### config.mk
export PLATFORM = sky130hd
export DESIGN_NAME = cache_arbiter
export DESIGN_NICKNAME = d
export VERILOG_FILES = /design/src/rtl/cache_arb_pkg.sv /design/src/rtl/cache_arb_pick.sv /design/src/rtl/cache_arbiter.sv
export SDC_FILE = /design/constraint.sdc
export NUM_CORES = 1
export LEC_CHECK = 0
export CAP_MARGIN = 25
export CORE_AREA = 2 2 545 547
export DETAILED_ROUTE_END_ITERATION = 8
export DIE_AREA = 0 0 547 549
export PLACE_DENSITY = 0.3
export SLEW_MARGIN = 10
export SYNTH_ARGS = -nofsm -noshare
export SYNTH_HDL_FRONTEND = slang
export SYNTH_HIERARCHICAL = 1
export SYNTH_SLANG_ARGS = --single-unit
### constraint.sdc
create_clock -name clk -period 1.67 [get_ports clk]
set_input_delay 0.167 -clock clk [delete_from_list [all_inputs] [get_ports clk]]
set_output_delay 0.167 -clock clk [all_outputs]
set_load 0.03 [all_outputs]
### src/rtl/cache_arb_pkg.sv
// Shared types for the cache arbiter: FSM state encoding and grant identifiers.
package cache_arb_pkg;

   typedef enum logic [1:0] {
      IDLE    = 2'd0,
      SERVE_I = 2'd1,
      SERVE_D = 2'd2
   } arb_state_t;

   typedef enum logic {
      GNT_I = 1'b0,
      GNT_D = 1'b1
   } grant_t;

endpackage

### src/rtl/cache_arb_pick.sv
// Combinational winner select between icache and dcache requests.
// Optional feature macro: CACHE_ARB_RR_EN (round-robin on simultaneous requests).
// Without it the dcache has fixed priority and no rr_last input exists.
module cache_arb_pick
   import cache_arb_pkg::*;
(
   input  logic   i_req,
   input  logic   d_req,
`ifdef CACHE_ARB_RR_EN
   input  grant_t rr_last,
`endif
   output grant_t grant
);

   // Winner select; the result only matters when at least one request is pending.
   always_comb begin
      grant = GNT_D;
      if (i_req && !d_req) begin
         grant = GNT_I;
      end
`ifdef CACHE_ARB_RR_EN
      else if (i_req && d_req && (rr_last == GNT_D)) begin
         grant = GNT_I;
      end
`endif
   end

endmodule

### src/rtl/cache_arbiter.sv
// Shares one physical-memory line port between the L1 icache and L1 dcache.
// One line transaction at a time; the grant is held until pmem_resp, and the
// resp pulse is steered combinationally to the winner in the pmem_resp cycle.
// Optional feature macro: CACHE_ARB_RR_EN. When defined, simultaneous requests
// alternate using rr_last; otherwise the dcache always wins a tie.
module cache_arbiter
   import cache_arb_pkg::*;
#(
   parameter int ADDR_W = 32,
   parameter int LINE_W = 256
) (
   input  logic              clk,
   input  logic              rst,
   input  logic              i_read,
   input  logic [ADDR_W-1:0] i_address,
   output logic              i_resp,
   output logic [LINE_W-1:0] i_rdata,
   input  logic              d_read,
   input  logic              d_write,
   input  logic [ADDR_W-1:0] d_address,
   input  logic [LINE_W-1:0] d_wdata,
   output logic              d_resp,
   output logic [LINE_W-1:0] d_rdata,
   output logic              pmem_read,
   output logic              pmem_write,
   output logic [ADDR_W-1:0] pmem_address,
   output logic [LINE_W-1:0] pmem_wdata,
   input  logic              pmem_resp,
   input  logic [LINE_W-1:0] pmem_rdata
);

   arb_state_t state;
   grant_t     grant;
   logic       d_req;

`ifdef CACHE_ARB_RR_EN
   grant_t     rr_last;
`endif

   assign d_req = d_read | d_write;

   cache_arb_pick u_pick (
      .i_req   (i_read),
      .d_req   (d_req),
`ifdef CACHE_ARB_RR_EN
      .rr_last (rr_last),
`endif
      .grant   (grant)
   );

   // Grant FSM: IDLE picks a winner, SERVE holds it until memory answers.
   always_ff @(posedge clk or posedge rst) begin
      if (rst) begin
         state <= IDLE;
`ifdef CACHE_ARB_RR_EN
         rr_last <= GNT_I;
`endif
      end else begin
         case (state)
            IDLE: begin
               if (i_read || d_req) begin
                  state <= (grant == GNT_I) ? SERVE_I : SERVE_D;
`ifdef CACHE_ARB_RR_EN
                  rr_last <= grant;
`endif
               end
            end
            SERVE_I: begin
               if (pmem_resp) state <= IDLE;
            end
            SERVE_D: begin
               if (pmem_resp) state <= IDLE;
            end
            default: state <= IDLE;
         endcase
      end
   end

   // Port steering from the registered state; strobes vanish as soon as reset forces IDLE.
   always_comb begin
      pmem_read    = 1'b0;
      pmem_write   = 1'b0;
      pmem_address = '0;
      pmem_wdata   = '0;
      i_resp       = 1'b0;
      d_resp       = 1'b0;
      case (state)
         SERVE_I: begin
            pmem_read    = i_read;
            pmem_address = i_address;
            i_resp       = pmem_resp;
         end
         SERVE_D: begin
            pmem_read    = d_read;
            pmem_write   = d_write;
            pmem_address = d_address;
            pmem_wdata   = d_wdata;
            d_resp       = pmem_resp;
         end
         default: ;
      endcase
   end

   // Read data goes straight through; only the granted side gets a resp.
   assign i_rdata = pmem_rdata;
   assign d_rdata = pmem_rdata;

   // A dcache read and write-back at once has no meaning.
   a_no_rw_both: assert property (@(posedge clk) disable iff (rst) !(d_read && d_write));

   // The granted requester must keep its request up until it sees resp.
   a_i_held: assert property (@(posedge clk) disable iff (rst) (state == SERVE_I) |-> i_read);
   a_d_held: assert property (@(posedge clk) disable iff (rst) (state == SERVE_D) |-> d_req);

endmodule

# Yosys cells after proc, flatten, opt, wreduce, memory -nomap -nowiden
# Index checks and enable logic that the tools add are counted.
dict set report classes {
  eq_ne 4
  muxes 10
  bitwise 1
  n_reduce_logical 6
}
# cell count
set op_table {}
lappend op_table {{2-to-1 mux 256 bit} 1}
lappend op_table {{one-hot mux 32 bit (2 select lines)} 1}
lappend op_table {{2-to-1 mux 2 bit} 3}
lappend op_table {{one-hot mux 2 bit (2 select lines)} 1}
lappend op_table {{2-to-1 mux 1 bit} 3}
lappend op_table {{equality test 2 x 1 -> 1 bit (second input constant)} 1}
lappend op_table {{equality test 2 bit (second input constant)} 1}
lappend op_table {{logical NOT 2 bit} 1}
lappend op_table {{inequality test 2 x 1 -> 1 bit (second input constant)} 1}
lappend op_table {{inequality test 2 bit (second input constant)} 1}
lappend op_table {{one-hot mux 1 bit (2 select lines)} 1}
lappend op_table {{AND reduction 2 bit} 1}
lappend op_table {{OR reduction 2 bit} 1}
lappend op_table {{logical AND 1 bit} 1}
lappend op_table {{logical NOT 1 bit} 1}
lappend op_table {{logical OR 1 bit} 1}
lappend op_table {{bitwise OR 1 bit} 1}
dict set report word_totals {
  register_bits 2
  input_bits 582
  out_inout_bits 804
  wordCells 22
}

# Logic depth before layout (Yosys ltp)
dict set report depth {
  depth_word 6
  mapped_depth 6
  depth_no_buf 5
}

# Cells and area by module
# Netlist, hierarchy kept.
# module instances cells_each area_per_inst_um2
set by_module_without_submodules {}
lappend by_module_without_submodules {cache_arbiter 1 892 6282.3}
lappend by_module_without_submodules {cache_arb_pick 1 1 6.3}

# Least setup slack after synthesis
# OpenSTA, ideal clock, no wires.
dict set report synth_timing {
  path_kind {flip-flop to output port}
  startpoint {register state[0]}
  endpoint {output port pmem_address[0]}
  arrival_time_ps 1441
  required_time_ps 1503
  slack_ps 62
  path_stages_with_launch 5
  n_path_buf 1
  cell_sequence {dfrtp_1 inv_1 ha_1 clkbuf_1 nor2b_1}
}
dict set report synth_between {
  elab_chain_cells 2
  elab_cells_between_ends 3
  classes_between {2 x eq/ne; 1 x mux}
}
# item line
set synth_rtl {}
lappend synth_rtl {{start, declared} cache_arbiter.sv:32} ;# arb_state_t state;
lappend synth_rtl {{start signal, assigned} cache_arbiter.sv:62} ;# state <= (grant == GNT_I) ? SERVE_I : SERVE_D;
lappend synth_rtl {{equality test 2 bit / equality test 2 x 1 -> 1 bit (equally long branches)} cache_arbiter.sv:87} ;# case (state)
lappend synth_rtl {{one-hot mux 32 bit (2 select lines) *} cache_arbiter.sv:87}
lappend synth_rtl {{end, declared} cache_arbiter.sv:26} ;# output logic [ADDR_W-1:0] pmem_address,
# Every way passes the cells marked *; elsewhere a longest branch is shown, timed or not.

# Final worst setup path
dict set report layout_timing {
  startpoint {register state[0]}
  endpoint {output port pmem_address[4]}
}
# Same word-level chain as after synthesis.

==> impl_metrics.toml <==
[outcome]
status = "complete, but fails checks"
violations = "setup timing"

[drt]
firstDrtPassIters = 4
dr.first_iter.drc_count = 242
ant_nets = 0
wirelength_mm = 186
wl_per_cell_um = 37.3
dr_total_vias = 7135
drc = 0
vias_per_cell = 1.43

[setup_path]
cp.buffers_inverters = 5
cp-end-kind = "primary output"
critPathTopFamily = "buffers and inverters"
critPathMaxStageDelay_ns = 0.38
r2r_setup_slack_ns = 0.15
worstSetupPathType = "register to primary output"
critical_path.slowest_cell = "dfrtp_1"
cp.depth = 8
critPathArrivalTime_ns = 1.79
r2r-start = "state[1]"
critPathLaunchType = "register"
r2r-end = "state[0]"
required_ns = 1.50
crit_path_cell_trace = "inv_2 > ha_4 > buf_16 > buf_6 > buf_8 > a22oi_2 > nor2b_4 > buf_12"
reg2reg_depth = 6
path_max_fanout = 10

[cells_and_area]
final_util_pct = 6.13
syn2layout_area_growth_pct = 188
nNetsFinal = 1603
final_layout_size_suffix_gt1_share_pct = 59.4
largest_reg_flops = 2
largest_register = "state"
reg.largest.list = "state: 2 flops"

[die]
coreArea_um2 = 295000
start_util_pct = 2.13
die_y_um = 549
top_level_ports = 1386
chipWidth_um = 547
die_area_um2 = 300000
row_count = 200

[power_and_ir_drop]
ir_worst_vdd_v = 0.000582
power_density_nw_per_um2 = 1470
p_leak_uw = 0.00565

[clock_tree]
clk_latency_ns = 0.22
ctsHoldBuffers = 0
clockBufferDepth = 2
tritoncts = "done"
cts_buffers = 3
htreeDepth = 1
clkSinkCount = 2
path_clk_slew_ns = 0.03
root_buffer = "clkbuf_16"

[synth]
synth_area_leaders = "buf_4 (62%), and2_1 (26%), a22oi_1 (3.9%), nor2b_1 (3.3%), clkbuf_2 (1.8%)"
synthMuxAreaShare_pct = 0.318
synth.cell_area_um2 = 6290
synth-seq-area-share_pct = 0.796
synthXorXnorAreaFrac_pct = 0
synth_area_leader_cell = "buf_4"
syn_nets = 1478
synth-edff-count = 0
synthArstFlopShare_pct = 100
post_synth_most_frequent_cells = "buf_4 (516), and2_1 (259), a22oi_1 (33), nor2b_1 (33), clkbuf_2 (23)"
synth.most_common_cell = "buf_4"
avgSynthCellArea_um2 = 7.04
synth_compound_area_share_pct = 4.08
yosysTopAreaCellShare_pct = 61.6
synth_top_family_by_area = "buffers and inverters"
synthAdderAreaFrac_pct = 0.597
synth_cell_type_count = 16
synth_ff_type = "dfrtp_1"
ys_ff_latch = 2
ys_warn_count = 6
synth-simple-area-share_pct = 29.6
syn_inst = 893

[sta]
clock_skew_ns = 0.00121
min_period_ns = 1.96
fmax_ghz = 0.511
rsz0062_at_grt = "yes"
fin_ws_ns = -0.286
slew_headroom_pct = 64.7
worst_slew_pin_slew_ns = 0.527
final_max_slew_viol_count = 0
setup_violations = 291
period_share_pct = 117
whs_ns = 0.150
final_hold_viol_count = 0

[grt]
track_usage_pct = 11.5
grt_pass1_vias = 6899
grt_max_degree = 48
grt_pass1_wl_mm = 198
antenna_found_initial = 159
grt.overflow.total = 0

[placement]
gp_congestion = 0.786
dp_slack_ns = -0.273
io_buffers = 617
post-dp-hpwl_mm = 173

[min_path]
hold_path.class = "input port to asynchronous set/reset pin"

[flow_run]
drv_cap = 0
==> worst reg2reg max path: cells and delay by family (launching register included) <==
family          cells  cell delay (ns)
fa+ha+maj           1             0.23
mux                 1             0.22
compound gates      1             0.21
buf+inv             3             0.39
flops               1             0.39
==> through the flow <==
stage | cell area [µm²] | cells | power (µW) | TNS [ns]
floorplan | 6290 | 893 | 9490 | 0
global placement | 16400 | 4918 | 22000 | -21.99
detailed placement | 16400 | 4918 | 22000 | -19.88
CTS | 17000 | 4935 | 24400 | -76.12
global route | 18000 | 4957 | 27800 | -82.97
finish | 18100 | 4973 | 26500 | -59.54
==> worst max path at each step <==
stage / endpoint / slack (ns) / startpoint
after floorplan: pmem_address[0] / 0.06 / state[0]
after global placement: pmem_address[25] / -0.29 / state[0]
after detailed placement: pmem_address[25] / -0.27 / state[0]
after CTS: pmem_wdata[73] / -0.33 / state[0]
after global routing: pmem_address[4] / -0.36 / state[0]
final: pmem_address[4] / -0.29 / state[0]
==> cell usage in the layout, fill, tap and decap left out <==
cell type and n:
dfrtp_1 2, and2_4 189, nor2b_2 12, buf_16 13
diode_2 18, and2_2 1, inv_2 2, a22oi_2 26
or2_2 1, and2_1 69, buf_4 23, buf_8 7
a21oi_2 1, mux2i_1 2, buf_12 286, bufbuf_16 1
ha_4 3, a22oi_1 7, nand2_1 1, buf_6 5
inv_1 2, clkdlybuf4s50_1 325, nor4b_2 1, nor2b_4 19
nand2b_1 2, clkbuf_16 14, nor2b_1 2
==> cells by family after synthesis <==
family	Yosys count
fa+ha+maj	3
flops	2
simple gates	297
mux	2
compound gates	34
buf+inv	555
==> cell type report <==
| cell class | count | area, µm² |
|---|---|---|
| repair buffers | 671 | 9980 |
| clock buffers | 3 | 75.1 |
| diodes | 18 | 45.0 |
| well taps | 3939 | 4930 |
| flip-flops and latches | 2 | 50.0 |
| fillers | 34532 | 277000 |
| multi-input cells | 336 | 2990 |
| inverters | 4 | 15.0 |
==> routing by layer <==
layer | vias to the layer above | routed length [µm] | GRT usage (%)
met5 | - | 145 | 0
met4 | 22 | 6740 | 2.95
met3 | 461 | 50200 | 14.3
met2 | 1311 | 79800 | 17.8
met1 | 2853 | 48700 | 8.94
li1 | 2488 | - | -
==> report_power, final <==
| part | switching [µW] | internal (µW) |
|---|---|---|
| combinational | 12900 | 13100 |
| sequential | 18.2 | 65.5 |
| clock | 56.3 | 305 |
| total | 13000 | 13500 |
==> timing repair <==
action / in CTS / in global routing
gates cloned: 6 / 17
gates resized for setup: 94 / 214
endpoints found under the setup margin: 292 / 292
pin swaps: 1 / 0
hold endpoints to repair: 0 / 0
buffers inserted: 8 / 4
(Power assumes the default switching activity.)
